[src/rtl/exe_stage.sv]
// Execute stage: forwarding muxes, Val2 generator, ALU, branch target, NZCV status and EXE/MEM register.
// Latency: 1 cycle from ID/EXE inputs to registered outputs; branch_taken/branch_addr are combinational.
// Backpressure: freeze (SRAM stall) holds the EXE/MEM register and the status register indefinitely.
//
// Ports:
//   clk, rst (async, active-high), freeze
//   ID/EXE inputs: control bits, exe_cmd_in, pc_in, val_rn_in, val_rm_in, shift_operand_in,
//                  signed_imm_in, dest_in, carry_bit_in
//   Forwarding:    sel_src1/sel_src2 select among register value, mem_fwd_val, wb_fwd_val
//   Outputs:       branch_taken/branch_addr (comb), status_out {N,Z,C,V}, EXE/MEM register fields
module exe_stage #(
    parameter int WIDTH = 32
) (
    input  logic             clk,
    input  logic             rst,
    input  logic             freeze,
    input  logic             wb_en_in,
    input  logic             mem_read_in,
    input  logic             mem_write_in,
    input  logic             imm_in,
    input  logic             branch_in,
    input  logic             s_in,
    input  logic             carry_bit_in,
    input  logic [3:0]       exe_cmd_in,
    input  logic [WIDTH-1:0] pc_in,
    input  logic [WIDTH-1:0] val_rn_in,
    input  logic [WIDTH-1:0] val_rm_in,
    input  logic [11:0]      shift_operand_in,
    input  logic [23:0]      signed_imm_in,
    input  logic [3:0]       dest_in,
    input  logic [1:0]       sel_src1,
    input  logic [1:0]       sel_src2,
    input  logic [WIDTH-1:0] mem_fwd_val,
    input  logic [WIDTH-1:0] wb_fwd_val,
    output logic             branch_taken,
    output logic [WIDTH-1:0] branch_addr,
    output logic [3:0]       status_out,
    output logic             wb_en_out,
    output logic             mem_read_out,
    output logic             mem_write_out,
    output logic [WIDTH-1:0] alu_res_out,
    output logic [WIDTH-1:0] st_val_out,
    output logic [3:0]       dest_out
);

    function automatic logic [WIDTH-1:0] ror(input logic [WIDTH-1:0] x, input logic [4:0] n);
        if (n == 5'd0) return x;
        return (x >> n) | (x << (WIDTH - int'(n)));
    endfunction

    logic [WIDTH-1:0] op1, fwd_rm, val2, res;
    logic [WIDTH:0]   sum;
    logic             c_new, v_new, cmd_ok, is_add, is_sub;
    logic [3:0]       flags;

    // Forwarding: code 11 falls back to the register value
    always_comb begin
        case (sel_src1)
            2'b01:   op1 = mem_fwd_val;
            2'b10:   op1 = wb_fwd_val;
            default: op1 = val_rn_in;
        endcase
        case (sel_src2)
            2'b01:   fwd_rm = mem_fwd_val;
            2'b10:   fwd_rm = wb_fwd_val;
            default: fwd_rm = val_rm_in;
        endcase
    end

    // Val2: memory offset beats immediate beats shifted register
    always_comb begin
        if (mem_read_in || mem_write_in) begin
            val2 = {{(WIDTH-12){1'b0}}, shift_operand_in};
        end else if (imm_in) begin
            val2 = ror({{(WIDTH-8){1'b0}}, shift_operand_in[7:0]}, {shift_operand_in[11:8], 1'b0});
        end else begin
            case (shift_operand_in[6:5])
                2'b00:   val2 = fwd_rm << shift_operand_in[11:7];
                2'b01:   val2 = fwd_rm >> shift_operand_in[11:7];
                2'b10:   val2 = $signed(fwd_rm) >>> shift_operand_in[11:7];
                default: val2 = ror(fwd_rm, shift_operand_in[11:7]);
            endcase
        end
    end

    // ALU; subtraction is op1 + ~val2 + carry-in so the carry-out is already NOT borrow
    always_comb begin
        sum    = '0;
        res    = '0;
        cmd_ok = 1'b1;
        is_add = 1'b0;
        is_sub = 1'b0;
        case (exe_cmd_in)
            4'b0001: res = val2;
            4'b1001: res = ~val2;
            4'b0010: begin is_add = 1'b1; sum = {1'b0, op1} + {1'b0, val2}; end
            4'b0011: begin is_add = 1'b1; sum = {1'b0, op1} + {1'b0, val2} + {{WIDTH{1'b0}}, carry_bit_in}; end
            4'b0100: begin is_sub = 1'b1; sum = {1'b0, op1} + {1'b0, ~val2} + {{WIDTH{1'b0}}, 1'b1}; end
            4'b0101: begin is_sub = 1'b1; sum = {1'b0, op1} + {1'b0, ~val2} + {{WIDTH{1'b0}}, carry_bit_in}; end
            4'b0110: res = op1 & val2;
            4'b0111: res = op1 | val2;
            4'b1000: res = op1 ^ val2;
            default: cmd_ok = 1'b0;
        endcase
        if (is_add || is_sub) res = sum[WIDTH-1:0];
    end

    // Logic and move ops keep C and V from the current status
    always_comb begin
        c_new = status_out[1];
        v_new = status_out[0];
        if (is_add) begin
            c_new = sum[WIDTH];
            v_new = (op1[WIDTH-1] == val2[WIDTH-1]) && (res[WIDTH-1] != op1[WIDTH-1]);
        end else if (is_sub) begin
            c_new = sum[WIDTH];
            v_new = (op1[WIDTH-1] != val2[WIDTH-1]) && (res[WIDTH-1] != op1[WIDTH-1]);
        end
        flags = {res[WIDTH-1], (res == '0), c_new, v_new};
    end

    assign branch_taken = branch_in;
    assign branch_addr  = pc_in + {{(WIDTH-26){signed_imm_in[23]}}, signed_imm_in, 2'b00};

    // Registered state
    logic             wb_en_q, mem_read_q, mem_write_q;
    logic             wb_en_d, mem_read_d, mem_write_d;
    logic [WIDTH-1:0] alu_res_q, st_val_q, alu_res_d, st_val_d;
    logic [3:0]       dest_q, dest_d, status_q, status_d;

    always_comb begin
        wb_en_d     = freeze ? wb_en_q     : wb_en_in;
        mem_read_d  = freeze ? mem_read_q  : mem_read_in;
        mem_write_d = freeze ? mem_write_q : mem_write_in;
        alu_res_d   = freeze ? alu_res_q   : res;
        st_val_d    = freeze ? st_val_q    : fwd_rm;
        dest_d      = freeze ? dest_q      : dest_in;
        status_d    = (!freeze && s_in && cmd_ok) ? flags : status_q;
    end

    always_ff @(posedge clk or posedge rst) begin
        if (rst) begin
            wb_en_q     <= 1'b0;
            mem_read_q  <= 1'b0;
            mem_write_q <= 1'b0;
            alu_res_q   <= '0;
            st_val_q    <= '0;
            dest_q      <= '0;
            status_q    <= '0;
        end else begin
            wb_en_q     <= wb_en_d;
            mem_read_q  <= mem_read_d;
            mem_write_q <= mem_write_d;
            alu_res_q   <= alu_res_d;
            st_val_q    <= st_val_d;
            dest_q      <= dest_d;
            status_q    <= status_d;
        end
    end

    assign wb_en_out     = wb_en_q;
    assign mem_read_out  = mem_read_q;
    assign mem_write_out = mem_write_q;
    assign alu_res_out   = alu_res_q;
    assign st_val_out    = st_val_q;
    assign dest_out      = dest_q;
    assign status_out    = status_q;

endmodule

[config.mk]
export PLATFORM = sky130hd
export DESIGN_NAME = exe_stage
export DESIGN_NICKNAME = d
export VERILOG_FILES = /design/src/rtl/exe_stage.sv
export SDC_FILE = /design/constraint.sdc
export NUM_CORES = 1
export LEC_CHECK = 0
export ABC_AREA = 0
export CORE_ASPECT_RATIO = 1.1
export CORE_UTILIZATION = 46
export CTS_CLUSTER_DIAMETER = 100
export DETAILED_ROUTE_END_ITERATION = 6
export PLACE_DENSITY = 0.69
export SETUP_SLACK_MARGIN = 0.2
export SYNTH_ARGS = -nofsm -noshare
export SYNTH_HDL_FRONTEND = slang
export SYNTH_SLANG_ARGS = --single-unit
[constraint.sdc]
create_clock -name clk -period 6.6 [get_ports clk]
set_input_delay 0.99 -clock clk [delete_from_list [all_inputs] [get_ports clk]]
set_output_delay 0.99 -clock clk [all_outputs]
set_load 0.005 [all_outputs]
==> results of run 1 <==
[per-stage QoR]
step,utilization [%],hold slack [ps],setup TNS [ps]
after CTS,77.9,485,-14730
after detailed placement,73.4,471,-62930
after global placement,73.4,465,-60280
after floorplan,-,473,-6450
[layer usage]
layer  GRT overflow  global-route usage (%)
met5              0                    22.2
met4             33                    75.0
met3              1                    53.9
met2             42                    92.4
met1              0                    73.0
[kinds of logic after synthesis]
kind of cell / after synthesis / synth area share (%)
simple gates: 1072 / 22.3
compound gates: 1226 / 36.8
fa+ha+maj: 139 / 7.59
buf+inv: 406 / 7.54
flops: 75 / 8.08
xor+xnor: 145 / 5.50
mux: 181 / 12.1
[timing repair]
item / 4_1_cts
gates resized for setup: 295
pin swaps: 94
endpoints found under the hold margin: 0
cloned: 4
setup buffers: 66
endpoints found under the setup margin: 35
==> flow_summary.toml, run 1 <==
[placement]
hpwl_um = 132000
pre_cts_ws_ps = -2560
place_inst = 5241
place_area_um2 = 36600
gp_congestion = 1.34
numPortBuffers = 319

[synthesis]
synth_common_cells = "300 x nand2_1, 272 x nor2_1, 245 x o21ai_0, 221 x a21oi_1, 160 x clkbuf_1"
syn_area_um2 = 23200
yosys-top-cells-area = "dfrtp_1 8.1%, ha_1 7.3%, mux4_2 7.3%"
ys_ff_latch = 75
synth_top_cell_area_share_pct = 8.08
synth_top_cell_by_area = "dfrtp_1"
synth_nets = 3601
synth_cells = 3244
synth_cell_types = 107
synthFlopType = "dfrtp_1"
yosysMostFrequentCell = "nand2_1"
syn_area_per_cell_um2 = 7.16
async_flop_share_pct = 100
synth_edf_count = 0
yosysWarnings = 0
yosysSeqAreaShare_pct = 8.08

[global_route]
grt_usage_pct = 73.2
grt_first_pass_wirelength_um = 283000
grt_max_degree = 82
grt.overflow.total = 76
grt_pass1_vias = 42000

[clocking]
ctsHtreeMaxLevel = 3
root_buffer = "clkbuf_16"
clk_path_buf_depth = 2
hold_buffers = 0
numCtsBuffers = 9
cts.sinks = 75

[outcome]
status = "did not finish"
failing_step = "global routing"
first-error = "[ERROR GRT-0116] Global routing finished with congestion. Check the congestion regions in the DRC Viewer."

[die]
start_util_pct = 46.5
ioPinCount = 326
fp-row-count = 86
die_y_um = 238
die_w_um = 216
==> run 2: changes to the inputs <==
CORE_ASPECT_RATIO = default   (was 1.1)
CORE_UTILIZATION = 31   (was 46)
CTS_CLUSTER_DIAMETER = default   (was 100)
PLACE_DENSITY = default   (was 0.69)
PLACE_DENSITY_LB_ADDON = 0.15   (was default)
SETUP_SLACK_MARGIN = default   (was 0.2)
==> run 2 against run 1 <==
Compared with the run above: the flow now finishes, with violations (design-rule violations, negative setup slack); synthesized cell count is the same; area after synthesis is the same.
==> flow_summary.toml, run 2 <==
[sta]
maxSlewViolCount = 0
setup_viol = 27
fmax_mhz = 129
slew_headroom_pct = 31.6
whs_ps = 484
setup_slack_ps = -1140
final_hold_viol_count = 0
tns_ps = -20530
rsz0062_at_grt = "true"
min_period_ps = 7740
finalCritPeriodShare_pct = 117
clock-skew-final_ps = 0
worstMarginPinSlew_ps = 1020

[global_route]
grt_usage_pct = 43.7
grt_max_degree = 67
grt_pass1_vias = 33100
grt.overflow.total = 0
grt_first_pass_wirelength_um = 238000
antenna_found_initial = 11

[synthesis]
async_flop_share_pct = 100
synth_top_cell_by_area = "dfrtp_1"
synth_nets = 3601
yosys-top-cells-area = "dfrtp_1 8.1%, ha_1 7.3%, mux4_2 7.3%"
synthFlopType = "dfrtp_1"
synth_cell_types = 107
syn_area_per_cell_um2 = 7.16
yosysMostFrequentCell = "nand2_1"
syn_area_um2 = 23200
synth_cells = 3244
synth_common_cells = "300 x nand2_1, 272 x nor2_1, 245 x o21ai_0, 221 x a21oi_1, 160 x clkbuf_1"
yosysWarnings = 0
ys_ff_latch = 75
yosysSeqAreaShare_pct = 8.08
synth_edf_count = 0
synth_top_cell_area_share_pct = 8.08

[hold_path]
hold_class = "flip-flop to flip-flop"
hold_depth = 2
hold_start = "st_val_out[18]$_DFFE_PP0N_"
whs_endpoint = "st_val_out[18]$_DFFE_PP0N_"

[routing]
viasPerCell = 6.17
drt_iter0_drc = 4615
dr.pass1.iters = 7
remaining_drc_errors = 1
postRouteAntennaNets = 0
wl_um = 172000
wire_per_inst_um = 29.9
vias = 35600

[setup_path]
r2r_setup_slack_ps = 5510
crit_type = "input pin to flip-flop"
setup.worst_path.end_class = "flip-flop"
cp_common_cell = "buf_6"
worstPathRequired_ps = 6910
cp-start-kind = "input pin"
arrival_ps = 8050
cp_top_family = "compound AO/OA/AOI/OAI gates"
critPathMaxFanout = 7
rr_worst_depth = 2
critical_path_buf_inv_count = 10
worst_r2r_startpoint = "status_out[2]$_DFFE_PP0P_"
r2r_end = "status_out[2]$_DFFE_PP0P_"
slowest_stage = "mux4_2"
cpPeakStageDelay_ps = 670

[outcome]
failed_checks = "design-rule violations, negative setup slack"
status = "finished with violations"

[die]
die_w_um = 276
fp.dieArea_um2 = 76000
start_util_pct = 31.6
ioPinCount = 326
fp-row-count = 99
die_y_um = 276
fp.coreArea_um2 = 73600

[clocking]
path_clk_slew_ps = 80
cts_tree = "done"
clk_path_buf_depth = 2
root_buffer = "clkbuf_16"
cts.sinks = 75
ctsHtreeMaxLevel = 3
clk_latency_ps = 400
numCtsBuffers = 9

[placement]
hpwl_um = 144000
pre_cts_ws_ps = -2460
numPortBuffers = 319
gp_congestion = 1.12

[pwr]
peakVddDrop_uv = 127
powerDensity_nw_per_um2 = 167
leakage_nw = 18.0

[run]
cap_violations = 0

[cells_and_area]
final_layout_size_suffix_gt1_share_pct = 42.9
nFillCells = 7094
fin_nets = 5156
final_common_cell = "buf_4"
syn2layout_area_growth_pct = 78.5
final_cell_mix = "1370 x buf_4, 302 x clkdlybuf4s50_1, 290 x nand2_1"
[run 2: cell counts after synthesis]
Identical to the previous run, type by type.
[run 2: layer usage]
metal | share of wire (%) | GRT usage (%) | wire length (um) | up-vias
met3 | 13 | 13.9 | 22100 | 440
li1 | - | - | - | 15600
met4 | 5.0 | 18.4 | 8710 | 12
met5 | 0.088 | 0.815 | 151 | -
met1 | 42 | 59.3 | 71900 | 17300
met2 | 40 | 63.0 | 69500 | 2289
[run 2: how the worst max path moves through the flow]
stage	end	slack [ps]	depth (start not counted)	start
after global placement	status_out[2]$_DFFE_PP0P_	-2430	32	sel_src2[0]
after detailed placement	status_out[2]$_DFFE_PP0P_	-2460	32	sel_src2[0]
after CTS	status_out[0]$_DFFE_PP0P_	-1070	33	sel_src2[0]
after global routing	status_out[2]$_DFFE_PP0P_	-1270	34	sel_src2[0]
final	status_out[2]$_DFFE_PP0P_	-1140	32	sel_src2[0]
after floorplan	status_out[2]$_DFFE_PP0P_	-630	34	shift_operand_in[8]
[run 2: worst min-delay path, cell delays in order, from the launching register on]
cell     delay [ps]
dfrtp_1         350
nand2_1          50
o21ai_0          50
[run 2: what timing repair did]
item | 4_1_cts | 5_1_grt
setup buffers | 43 | 59
endpoints found under the hold margin | 0 | 0
resized for setup | 184 | 300
hold buffers | 0 | 0
endpoints found under the setup margin | 33 | 31
cloned | 3 | 3
pin swaps | 70 | 92
[run 2: cell type report]
class	instances	area, um^2	area share [%]
sequential	75	1880	4.53
inverter	156	634	1.53
tap	959	1200	2.89
multi-input combinational	2763	22300	53.9
timing repair buffer	1794	15100	36.4
antenna	8	20.0	0.0483
clock buffer	9	225	0.543
clock inverter	7	70.1	0.169
[run 2: through the flow]
| stage | power [mW] | cells | area [um^2] | utilization [%] |
|---|---|---|---|---|
| finish | 6.94 | 5771 | 41500 | 56.3 |
| detailed placement | 5.62 | 5650 | 38000 | 51.6 |
| CTS | 6.40 | 5708 | 39500 | 53.7 |
| global route | 7.20 | 5765 | 41400 | 56.3 |
| global placement | 5.62 | 5650 | 38000 | 51.6 |
| floorplan | 2.81 | 3244 | 24100 | - |
[run 2: power by group]
part / switching (mW) / internal [mW] / total [mW]
Combinational: 3.04 / 2.76 / 5.81
Sequential: 0.0625 / 0.528 / 0.590
Clock: 0.282 / 0.265 / 0.547
[run 2: cell families (layout without fill, tap and decap cells)]
group	count (synthesis)	count (layout)	share of synthesized area, %
AO/OA/AOI/OAI	1226	1226	36.8
AND/OR/NAND/NOR	1072	1072	22.3
buffers and inverters	406	1966	7.54
multiplexers	181	181	12.1
XOR/XNOR	145	145	5.50
adder cells (fa/ha/maj)	139	139	7.59
flip-flops	75	75	8.08
other	0	8	0
No activity file was read; power rests on OpenSTA's default activity.
